### config.mk
export PLATFORM = sky130hd
export DESIGN_NAME = am_err_accum_flat
export DESIGN_NICKNAME = d
export VERILOG_FILES = /design/src/rtl/am_err_accum_if.sv /design/src/rtl/am_err_accum.sv /design/src/flat_wrapper.sv
export SDC_FILE = /design/constraint.sdc
export NUM_CORES = 1
export LEC_CHECK = 0
export CAP_MARGIN = 5
export CORE_UTILIZATION = 55
export DETAILED_ROUTE_END_ITERATION = 10
export GPL_TIMING_DRIVEN = 0
export PLACE_DENSITY = 0.77
export SLEW_MARGIN = 20
export SYNTH_ARGS = -nofsm -noshare
export SYNTH_HDL_FRONTEND = slang
export SYNTH_SLANG_ARGS = --single-unit
### constraint.sdc
create_clock -name clk -period 12.3 [get_ports clk]
set_input_delay 3.69 -clock clk [delete_from_list [all_inputs] [get_ports clk]]
set_output_delay 3.69 -clock clk [all_outputs]
set_load 0.02 [all_outputs]
### src/rtl/am_err_accum_if.sv
// am_err_accum_if: sample stream and result bus of the approximate-multiplier
// error accumulator. The master drives samples and start; the slave (the
// accumulator) drives handshake status and the running error metrics.
interface am_err_accum_if #(
    parameter int ACC_W = 48
) ();
    logic             start;
    logic             in_valid;
    logic             in_ready;
    logic [7:0]       x;
    logic [7:0]       y;
    logic [15:0]      z;
    logic             busy;
    logic             done;
    logic [ACC_W-1:0] sse;
    logic [ACC_W-1:0] sae;
    logic [15:0]      max_ed;
    logic [20:0]      err_cnt;
    logic [ACC_W-1:0] sum_err;

    modport master (
        output start, in_valid, x, y, z,
        input  in_ready, busy, done, sse, sae, max_ed, err_cnt, sum_err
    );

    modport slave (
        input  start, in_valid, x, y, z,
        output in_ready, busy, done, sse, sae, max_ed, err_cnt, sum_err
    );
endinterface

### src/rtl/am_err_accum.sv
// am_err_accum: streaming error-metric accumulator for an unsigned 8x8
// approximate multiplier. Each accepted sample (x, y, z) yields
// e = z - x*y; over a run of N_SAMPLES the block accumulates sum e^2 and
// sum |e| (both saturating), max |e| and the count of nonzero errors.
// Three-stage datapath: S1 captures operands, S2 forms e, |e| and e^2,
// S3 accumulates. A run is IDLE/DONE -> RUN -> DRAIN (3 cycles) -> DONE.
// Optional feature: define AM_ERR_SIGNED_SUM_EN to build the wrapping
// signed bias accumulator sum_err; otherwise sum_err is tied to zero.
module am_err_accum #(
    parameter int N_SAMPLES = 65536,
    parameter int ACC_W     = 48
) (
    input logic           clk,
    input logic           rst_n,
    am_err_accum_if.slave bus
);

    typedef enum logic [1:0] {
        S_IDLE  = 2'd0,
        S_RUN   = 2'd1,
        S_DRAIN = 2'd2,
        S_DONE  = 2'd3
    } state_e;

    // Accept counter must hold the value N_SAMPLES itself.
    localparam int CNT_W = $clog2(N_SAMPLES + 1);
    // Sum widths wide enough that the carry out of ACC_W is never lost,
    // even when the addend is wider than the accumulator.
    localparam int SSE_W = ((ACC_W > 32) ? ACC_W : 32) + 1;
    localparam int SAE_W = ((ACC_W > 16) ? ACC_W : 16) + 1;

    localparam logic [CNT_W-1:0] N_CNT    = CNT_W'(N_SAMPLES);
    localparam logic [CNT_W-1:0] LAST_IDX = CNT_W'(N_SAMPLES - 1);
    localparam logic [1:0]       DRAIN_LAST = 2'd2;

    // ------------------------------------------------------------------
    // Run controller
    // ------------------------------------------------------------------
    state_e           state_q, state_d;
    logic [CNT_W-1:0] acc_cnt_q, acc_cnt_d;
    logic [1:0]       drain_cnt_q, drain_cnt_d;

    logic accept;
    logic last_accept;
    logic clear;

    assign bus.in_ready = (state_q == S_RUN) && (acc_cnt_q < N_CNT);
    assign accept       = bus.in_valid && bus.in_ready;
    assign last_accept  = accept && (acc_cnt_q == LAST_IDX);
    // start only takes effect when no run is in flight.
    assign clear        = bus.start && ((state_q == S_IDLE) || (state_q == S_DONE));

    assign bus.busy = (state_q == S_RUN) || (state_q == S_DRAIN);
    assign bus.done = (state_q == S_DONE);

    // Next-state logic: run sequencing and the DRAIN timer.
    always_comb begin
        // NOTE: every signal written here gets a default first, so no path leaves it unassigned and no latch is inferred.
        state_d     = state_q;
        acc_cnt_d   = acc_cnt_q;
        drain_cnt_d = 2'd0;

        case (state_q)
            S_IDLE: begin
                if (bus.start) begin
                    state_d = S_RUN;
                end
            end
            S_RUN: begin
                if (last_accept) begin
                    state_d = S_DRAIN;
                end
            end
            S_DRAIN: begin
                drain_cnt_d = drain_cnt_q + 2'd1;
                if (drain_cnt_q == DRAIN_LAST) begin
                    state_d = S_DONE;
                end
            end
            S_DONE: begin
                if (bus.start) begin
                    state_d = S_RUN;
                end
            end
            default: begin
                state_d = S_IDLE;
            end
        endcase

        if (clear) begin
            acc_cnt_d = '0;
        end else if (accept) begin
            acc_cnt_d = acc_cnt_q + CNT_W'(1);
        end
    end

    // Controller registers: state, accept counter and drain timer.
    always_ff @(posedge clk) begin
        // NOTE: sequential state uses non-blocking assignments so every register updates from pre-edge values.
        if (!rst_n) begin
            state_q     <= S_IDLE;
            acc_cnt_q   <= '0;
            drain_cnt_q <= 2'd0;
        end else begin
            state_q     <= state_d;
            acc_cnt_q   <= acc_cnt_d;
            drain_cnt_q <= drain_cnt_d;
        end
    end

    // ------------------------------------------------------------------
    // S1: operand capture
    // ------------------------------------------------------------------
    logic        s1_valid_q;
    logic [7:0]  s1_x_q;
    logic [7:0]  s1_y_q;
    logic [15:0] s1_z_q;

    // S1 valid bit: only accepted samples enter the pipeline.
    always_ff @(posedge clk) begin
        if (!rst_n) begin
            s1_valid_q <= 1'b0;
        end else begin
            s1_valid_q <= accept;
        end
    end

    // S1 operand registers, loaded on accept.
    always_ff @(posedge clk) begin
        // NOTE: datapath registers carry no reset; the valid bits alone decide whether their contents are used.
        if (accept) begin
            s1_x_q <= bus.x;
            s1_y_q <= bus.y;
            s1_z_q <= bus.z;
        end
    end

    // ------------------------------------------------------------------
    // S2: exact product, signed error, magnitude and square
    // ------------------------------------------------------------------
    logic [15:0]        prod;
    logic signed [16:0] err;
    logic [15:0]        abs_err;
    logic [31:0]        sq_err;

    // Error terms of the sample held in S1.
    always_comb begin
        prod    = 16'(s1_x_q) * 16'(s1_y_q);
        err     = $signed({1'b0, s1_z_q}) - $signed({1'b0, prod});
        abs_err = err[16] ? 16'(-err) : err[15:0];
        sq_err  = 32'(abs_err) * 32'(abs_err);
    end

    logic        s2_valid_q;
    logic [15:0] s2_abs_q;
    logic [31:0] s2_sq_q;

    // S2 valid bit follows S1.
    always_ff @(posedge clk) begin
        if (!rst_n) begin
            s2_valid_q <= 1'b0;
        end else begin
            s2_valid_q <= s1_valid_q;
        end
    end

    // S2 error registers.
    always_ff @(posedge clk) begin
        if (s1_valid_q) begin
            s2_abs_q <= abs_err;
            s2_sq_q  <= sq_err;
        end
    end

    // ------------------------------------------------------------------
    // S3: accumulation
    // ------------------------------------------------------------------
    logic [ACC_W-1:0] sse_q, sse_d;
    logic [ACC_W-1:0] sae_q, sae_d;
    logic [15:0]      max_ed_q, max_ed_d;
    logic [20:0]      err_cnt_q, err_cnt_d;
    logic [SSE_W-1:0] sse_sum;
    logic [SAE_W-1:0] sae_sum;

    // Saturating sums, running maximum and nonzero-error count.
    always_comb begin
        sse_sum   = SSE_W'(sse_q) + SSE_W'(s2_sq_q);
        sae_sum   = SAE_W'(sae_q) + SAE_W'(s2_abs_q);
        sse_d     = sse_q;
        sae_d     = sae_q;
        max_ed_d  = max_ed_q;
        err_cnt_d = err_cnt_q;

        if (clear) begin
            sse_d     = '0;
            sae_d     = '0;
            max_ed_d  = 16'd0;
            err_cnt_d = 21'd0;
        end else if (s2_valid_q) begin
            // Any carry above ACC_W clamps to all-ones; once clamped, every
            // later add carries again, so the value sticks for the run.
            sse_d = (|sse_sum[SSE_W-1:ACC_W]) ? '1 : sse_sum[ACC_W-1:0];
            sae_d = (|sae_sum[SAE_W-1:ACC_W]) ? '1 : sae_sum[ACC_W-1:0];
            if (s2_abs_q > max_ed_q) begin
                max_ed_d = s2_abs_q;
            end
            if (s2_abs_q != 16'd0) begin
                err_cnt_d = err_cnt_q + 21'd1;
            end
        end
    end

    // Accumulator registers.
    always_ff @(posedge clk) begin
        if (!rst_n) begin
            sse_q     <= '0;
            sae_q     <= '0;
            max_ed_q  <= 16'd0;
            err_cnt_q <= 21'd0;
        end else begin
            sse_q     <= sse_d;
            sae_q     <= sae_d;
            max_ed_q  <= max_ed_d;
            err_cnt_q <= err_cnt_d;
        end
    end

    assign bus.sse     = sse_q;
    assign bus.sae     = sae_q;
    assign bus.max_ed  = max_ed_q;
    assign bus.err_cnt = err_cnt_q;

    // ------------------------------------------------------------------
    // Optional signed bias accumulator
    // ------------------------------------------------------------------
`ifdef AM_ERR_SIGNED_SUM_EN
    logic             s2_neg_q;
    logic [ACC_W-1:0] sum_err_q, sum_err_d;

    // Sign of the S2 error, kept alongside its magnitude.
    always_ff @(posedge clk) begin
        if (s1_valid_q) begin
            s2_neg_q <= err[16];
        end
    end

    // Wrapping two's-complement sum of e; adding or subtracting |e| modulo
    // 2^ACC_W equals adding the sign-extended e.
    always_comb begin
        sum_err_d = sum_err_q;
        if (clear) begin
            sum_err_d = '0;
        end else if (s2_valid_q) begin
            sum_err_d = s2_neg_q ? (sum_err_q - ACC_W'(s2_abs_q))
                                 : (sum_err_q + ACC_W'(s2_abs_q));
        end
    end

    // Bias accumulator register.
    always_ff @(posedge clk) begin
        if (!rst_n) begin
            sum_err_q <= '0;
        end else begin
            sum_err_q <= sum_err_d;
        end
    end

    assign bus.sum_err = sum_err_q;
`else
    assign bus.sum_err = '0;
`endif

endmodule

### src/flat_wrapper.sv
// flat-port wrapper written by rule: the top's interface ports become plain ports
module am_err_accum_flat 
#(
    parameter int N_SAMPLES = 65536,
    parameter int ACC_W     = 48
)
  (clk, rst_n, bus_start, bus_in_valid, bus_x, bus_y, bus_z, bus_in_ready, bus_busy, bus_done, bus_sse, bus_sae, bus_max_ed, bus_err_cnt, bus_sum_err);
  am_err_accum_if #(.ACC_W(ACC_W)) bus_i ();
  input logic clk;
  input logic rst_n;
  input wire logic [$bits(bus_i.start)-1:0] bus_start;
  input wire logic [$bits(bus_i.in_valid)-1:0] bus_in_valid;
  input wire logic [$bits(bus_i.x)-1:0] bus_x;
  input wire logic [$bits(bus_i.y)-1:0] bus_y;
  input wire logic [$bits(bus_i.z)-1:0] bus_z;
  output wire logic [$bits(bus_i.in_ready)-1:0] bus_in_ready;
  output wire logic [$bits(bus_i.busy)-1:0] bus_busy;
  output wire logic [$bits(bus_i.done)-1:0] bus_done;
  output wire logic [$bits(bus_i.sse)-1:0] bus_sse;
  output wire logic [$bits(bus_i.sae)-1:0] bus_sae;
  output wire logic [$bits(bus_i.max_ed)-1:0] bus_max_ed;
  output wire logic [$bits(bus_i.err_cnt)-1:0] bus_err_cnt;
  output wire logic [$bits(bus_i.sum_err)-1:0] bus_sum_err;
  assign bus_i.start = bus_start;
  assign bus_i.in_valid = bus_in_valid;
  assign bus_i.x = bus_x;
  assign bus_i.y = bus_y;
  assign bus_i.z = bus_z;
  assign bus_in_ready = bus_i.in_ready;
  assign bus_busy = bus_i.busy;
  assign bus_done = bus_i.done;
  assign bus_sse = bus_i.sse;
  assign bus_sae = bus_i.sae;
  assign bus_max_ed = bus_i.max_ed;
  assign bus_err_cnt = bus_i.err_cnt;
  assign bus_sum_err = bus_i.sum_err;
  am_err_accum #(.N_SAMPLES(N_SAMPLES), .ACC_W(ACC_W)) u_core (.clk(clk), .rst_n(rst_n), .bus(bus_i));
endmodule
Yosys cells after proc, flatten, opt, wreduce, memory -nomap -nowiden
Cells that the tools add are included.
- register bits: 236
- input port bits: 36
- word-level logic and storage cells: 55
- output and inout bits: 184
- reductions and logical operators: 14
- equal/unequal tests: 8
- bitwise gates (word level): 1
- magnitude comparators: 2
- muxes and demuxes: 7
- multipliers: 2
- $add $sub $neg: 7
- operators by type and width (kind ; number):
    48-bit two-way mux ; 2
    48-bit by 16-bit adder with 49-bit output ; 1
    48-bit by 32-bit adder with 49-bit output ; 1
    16-bit by 16-bit multiplier with 32-bit output ; 1
    21-bit by 1-bit adder with 21-bit output (second input constant) ; 1
    17-bit by 1-bit adder with 17-bit output (second input constant) ; 1
    17-bit by 16-bit == test with 1-bit output (second input constant) ; 1
    17-bit < comparator (second input constant) ; 1
    16-bit by 16-bit subtractor with 17-bit output ; 1
    16-bit > comparator ; 1
    8-bit by 8-bit multiplier with 16-bit output ; 1
    16-bit two-way mux ; 1
    16-bit negation ; 1
    16-bit nonzero test ; 1
    2-bit == test (second input constant) ; 3
    2-bit two-way mux ; 3
    2-bit one-hot mux with 3 select lines ; 1
    2-bit AND reduction ; 3
    1-bit logical AND ; 4
    2-bit by 1-bit inequality test with 1-bit output (second input constant) ; 2
    2-bit OR reduction ; 2
    3-bit AND reduction ; 1
    2-bit by 1-bit adder with 2-bit output (second input constant) ; 1
    2-bit by 1-bit == test with 1-bit output (second input constant) ; 1
    4 further kinds ; 5

Longest topological paths before layout
- depth in word-level cells: 6
- gate-level depth with buffers: 48
- gate-level depth less buffers: 44

Worst setup path after synthesis
OpenSTA, ideal clock, no wires.
- path type: register -> register
- from: register u_core.s1_x_q[2]
- to: register u_core.s2_sq_q[30] (data pin)
- path buffers: 4
- setup slack: 1.473 ns
- data arrival time: 10.692 ns
- stages on the path, launching flop included: 43
- setup time: 0.135 ns
- path through: edfxtp_1 -> clkbuf_1 -> nand2_1 -> fa_1 -> fa_1 -> fa_1 -> inv_1 -> fa_1 -> inv_1 -> ha_1 -> clkbuf_1 -> nand2_1 -> a21oi_1 -> o31ai_2 -> a211oi_2 -> mux2_2 -> nor2_4 -> buf_4 -> [... 7 more ...] -> fa_1 -> fa_1 -> inv_1 -> fa_1 -> inv_1 -> fa_1 -> inv_1 -> ha_1 -> and3_1 -> and3_1 -> nand3_1 -> o21a_1 -> o21ai_0 -> o21ai_0 -> o21ai_0 -> a211oi_1 -> or3b_2 -> nand3_1
- word-level cells in the longest chain between the ends: 5
- ends and longest elaborated chain (item ; line ; text):
    start: declaration ; am_err_accum.sv:115 ; logic [7:0] s1_x_q;
    start signal: assignment ; am_err_accum.sv:132 ; s1_x_q <= bus.x;
    8-bit by 8-bit multiplier with 16-bit output * ; am_err_accum.sv:148 ; prod = 16'(s1_x_q) * 16'(s1_y_q);
    16-bit by 16-bit subtractor with 17-bit output * ; am_err_accum.sv:149 ; err = $signed({1'b0, s1_z_q}) - $signed({1'b0, prod});
    16-bit negation ; am_err_accum.sv:150 ; abs_err = err[16] ? 16'(-err) : err[15:0];
    16-bit two-way mux * ; am_err_accum.sv:150 ;
    16-bit by 16-bit multiplier with 32-bit output * ; am_err_accum.sv:151 ; sq_err = 32'(abs_err) * 32'(abs_err);
    named net u_core.sq_err[30] ; am_err_accum.sv:144 ; logic [31:0] sq_err;
    end signal: assignment ; am_err_accum.sv:171 ; s2_sq_q <= sq_err;
    end: declaration ; am_err_accum.sv:156 ; logic [31:0] s2_sq_q;
Mark *: on every way through the listed nets, which the timed path passes. The rest lies on a longest branch.
A chain may end at the register's enable or synchronous reset.

Final worst setup path
- from: register u_core.s1_x_q[3]
- to: register u_core.s2_sq_q[30] (data pin)
- word-level cells in the longest chain between the ends: 5
- ends and longest elaborated chain (item ; line ; text):
    8-bit by 8-bit multiplier with 16-bit output * ; am_err_accum.sv:148 ;
    16-bit by 16-bit subtractor with 17-bit output * ; am_err_accum.sv:149 ;
    16-bit negation ; am_err_accum.sv:150 ;
    16-bit two-way mux * ; am_err_accum.sv:150 ;
    named net u_core.abs_err[6] ; am_err_accum.sv:143 ; logic [15:0] abs_err;
    16-bit by 16-bit multiplier with 32-bit output * ; am_err_accum.sv:151 ;
    named net u_core.sq_err[30] ; am_err_accum.sv:144 ;
Marked as above.

==> summary.txt <==
Logic synthesis
  • Synth async-reset ratio: 0%
  • Post-Synth XOR/XNOR Area: 6.25%
  • Post-synth EDFFs: 78
  • Synth cell types: 90
  • Dominant synthesized flop cell: dfxtp_1
  • Sequential-to-total area share from yosys stat: 24.8%
  • Adder-cell share of the synthesized area: 31.1%
  • Cells after synthesis: 2420
  • Ys Warns: 0
  • Cell area after synthesis: 22000 um2
  • Avg Inst Size Synth: 9.11 um2
  • Synth Register Bits: 234
  • Simple-gate share of the synthesized area: 14.6%
  • Synth Area in Compound Gates: 13.1%
  • Multiplexer area fraction after synthesis: 1.00%
  • Main combinational cell family by area after synthesis: adder cells

Floorplanning
  • Die Span Y: 202 um
  • Total core area: 39100 um2
  • DIE AREA: 40900 um2
  • Die Span X: 202 um
  • Number of I/O pins: 220
  • Starting Density: 56.4%
  • Row cnt: 72

Global route
  • Largest net degree at the start of global routing: 40
  • GR Util All Layers: 27.2%
  • Initial antenna violation count: 0
  • First-pass GRT wire length: 90.6 mm
  • GRT Residual Overflow: 0
  • Vias in the first global route: 18400

Clock tree
  • Reg clk slew, reported paths: 0.06 ns
  • H-tree level count: 1
  • Clock Latency Late Sink: 0.58 ns
  • Clk buf depth: 3
  • CTS Sinks: 234
  • CTS tree: done
  • Root Buffer Master: clkbuf_16
  • Cts bufs inserted: 28

Worst setup path
  • Worst stage delay on the critical path: 0.55 ns
  • Critical path's slowest cell: fa_1
  • CP dominant cell by count: fa_1
  • Crit start category: register
  • Crit Path Max Fanout: 10
  • Req. time, crit path: 12.74 ns
  • Crit path DAT: 12.19 ns
  • Setup slack, reg-to-reg: 0.55 ns
  • Crit. End Element: register
  • Critical path class: reg -> reg

Worst hold path
  • Hold Crit Class: reg -> reg

STA
  • Final TNS setup: 0 ns
  • Fmax: 85.1 MHz
  • Worst relative slew slack: 33.1%
  • Min Tclk post-route: 11.75 ns
  • Tcrit/Tclk final: 95.5%
  • Setup violations, final: 0
  • Final hold viol count: 0
  • Worst Max-Slew Pin Slew: 1.00 ns
  • Post-Route Skew: 0.0110 ns
  • Final Max Tran Viols: 0
  • Unrepaired setup endpoints after global routing: false

Cells and area
  • Antenna cells: 0
  • Final cell count without fillers: 3210
  • Commonest non-fill, non-tap cells in the layout: inv_1 (343), nor2_1 (217), fa_1 (214)
  • Commonest non-fill, non-tap cell in the layout: inv_1
  • Synth-to-Final Area Change: 16.7%
  • Share of layout cells above drive strength 1: 7.32%
  • Fin nets: 3126

Routing
  • Final wirelength: 55.1 mm
  • Vias: 18000
  • Wl on met1: 22.7 mm
  • Top routing layer in use: met4
  • Detail Route Antenna Nets: 0
  • Via density: 5.59
  • Met3 WL: 3.36 mm
  • DR pass1 iterations: 6
  • Routed wire length on met2: 27.0 mm
  • DR WL/cell: 17.2 um
  • Starting DRT DRC Count: 1330
  • DRC Markers: 0

Placement
  • DP HPWL: 43.7 mm
  • Dpl cells: 3156
  • GP Congestion: 0.929
  • I/O Buffers: 170

Status
  • Outcome: finished, final reports clean

Job
  • Max cap viols: 0
[synthesized netlist by cell type, types with 5 or more instances]
| library cell | n | area share, % |
|---|---|---|
| inv_1 | 343 | 5.8 |
| nor2_1 | 217 | 3.7 |
| fa_1 | 214 | 19 |
| ha_1 | 206 | 12 |
| nand2_1 | 175 | 3.0 |
| dfxtp_1 | 156 | 14 |
| a21oi_1 | 123 | 2.8 |
| o21ai_0 | 106 | 2.4 |
| xnor2_1 | 81 | 3.2 |
| edfxtp_1 | 78 | 11 |
| xor2_1 | 62 | 2.5 |
| a31oi_1 | 57 | 1.6 |
| buf_4 | 51 | 1.7 |
| and2_1 | 46 | 1.3 |
| a21o_1 | 44 | 1.5 |
| nand3_1 | 40 | 0.91 |
| and3_1 | 38 | 1.1 |
| clkbuf_1 | 37 | 0.63 |
| nor3_1 | 32 | 0.73 |
| nand4_1 | 30 | 0.85 |
| mux2i_1 | 21 | 0.95 |
| or3_1 | 17 | 0.48 |
| buf_2 | 16 | 0.36 |
| o21a_1 | 16 | 0.55 |
| inv_2 | 14 | 0.24 |
| nor2b_1 | 13 | 0.37 |
| o21bai_1 | 13 | 0.44 |
| a211oi_1 | 12 | 0.41 |
| nand2b_1 | 12 | 0.34 |
| nor4_1 | 10 | 0.28 |
| a311oi_1 | 9 | 0.36 |
| nor3b_1 | 6 | 0.20 |
| o31ai_1 | 6 | 0.20 |
| or2_2 | 6 | 0.17 |
| a211o_1 | 5 | 0.20 |
| a41oi_1 | 5 | 0.20 |
| and4_1 | 5 | 0.20 |
| buf_1 | 5 | 0.085 |
| o21ai_1 | 5 | 0.11 |
| xnor2_2 | 5 | 0.37 |
[path summary, 6_finish.rpt]
| check | startpoint | endpoint | cells past startpoint |
|---|---|---|---|
| setup / recovery | u_core.s1_x_q[3]$_DFFE_PP_ | u_core.s2_sq_q[30]$_DFFE_PP_ | 41 |
| hold / removal | u_core.drain_cnt_q[0]$_SDFF_PN0_ | u_core.drain_cnt_q[0]$_SDFF_PN0_ | 1 |
| setup reg to reg | u_core.s1_x_q[3]$_DFFE_PP_ | u_core.s2_sq_q[30]$_DFFE_PP_ | 41 |
| hold reg to reg | u_core.drain_cnt_q[0]$_SDFF_PN0_ | u_core.drain_cnt_q[0]$_SDFF_PN0_ | 1 |
[registers in the layout, summed over array words and instances (netlist names)]
name	flops
u_core.s1_y_q	8
u_core.s1_valid_q	1
u_core.s1_x_q	8
u_core.s2_valid_q	1
u_core.drain_cnt_q	2
u_core.state_q	2
u_core.bus.sae	48
u_core.bus.err_cnt	21
u_core.s1_z_q	16
u_core.s2_abs_q	15
u_core.acc_cnt_q	17
u_core.s2_sq_q	31
u_core.bus.max_ed	16
u_core.bus.sse	48
[metal layers]
metal,global-route usage (%),vias up
li1,-,8506
met1,34.0,8649
met2,47.9,653
met3,3.45,143
met4,10.0,0
met5,0,-
[kinds of logic (layout without fill, tap and decap cells)]
logic type,count (synthesis),after routing
muxes,22,22
buffers and inverters,471,696
other,1,48
and+or+nand+nor,674,674
xor gates and xnor gates,150,150
DFF,234,234
adders and majority gates,420,420
AOI/OAI and AO/OA,448,448
[critical path, delay by kind of cell (launching register included)]
family	cells	cell delay, ns
AOI/OAI and AO/OA	10	2.03
xor gates and xnor gates	1	0.40
adders and majority gates	12	5.76
buffers and inverters	9	0.88
DFF	1	0.53
muxes	1	0.31
and+or+nand+nor	8	1.72
[through the flow]
step / setup slack [ns] / hold slack [ns] / utilization (%) / cell area [um2]
3_3_place_gp: 0.157 / 0.399 / 62.8 / 24600
3_5_place_dp: 0.0309 / 0.421 / 62.9 / 24600
5_1_grt: 0.0108 / 0.464 / 65.8 / 25700
6_report: 0.549 / 0.424 / 65.8 / 25700
4_1_cts: 0.0193 / 0.429 / 65.5 / 25600
2_1_floorplan: 1.47 / 0.391 / - / 22200
[final cells by class]
class                   instances  area (um2)
multi-input cells            1762       14800
fillers                      3186       13400
flip-flops and latches        234        5470
repair buffers                175        1750
inverters                     358        1350
clock buffers                  37         795
plain buffers                 111         663
well taps                     518         648
clock inverters                15         216
[repair_timing]
item | CTS | global route
endpoints found under the setup margin | 0 | 10
hold buffers | 0 | 0
resized for setup | 0 | 21
setup buffers | 0 | 4
endpoints found under the hold margin | 0 | 0
Power is left out: the tool's default activity adds up to more than one toggle a clock period on the data nets, which glitch-free logic cannot reach.
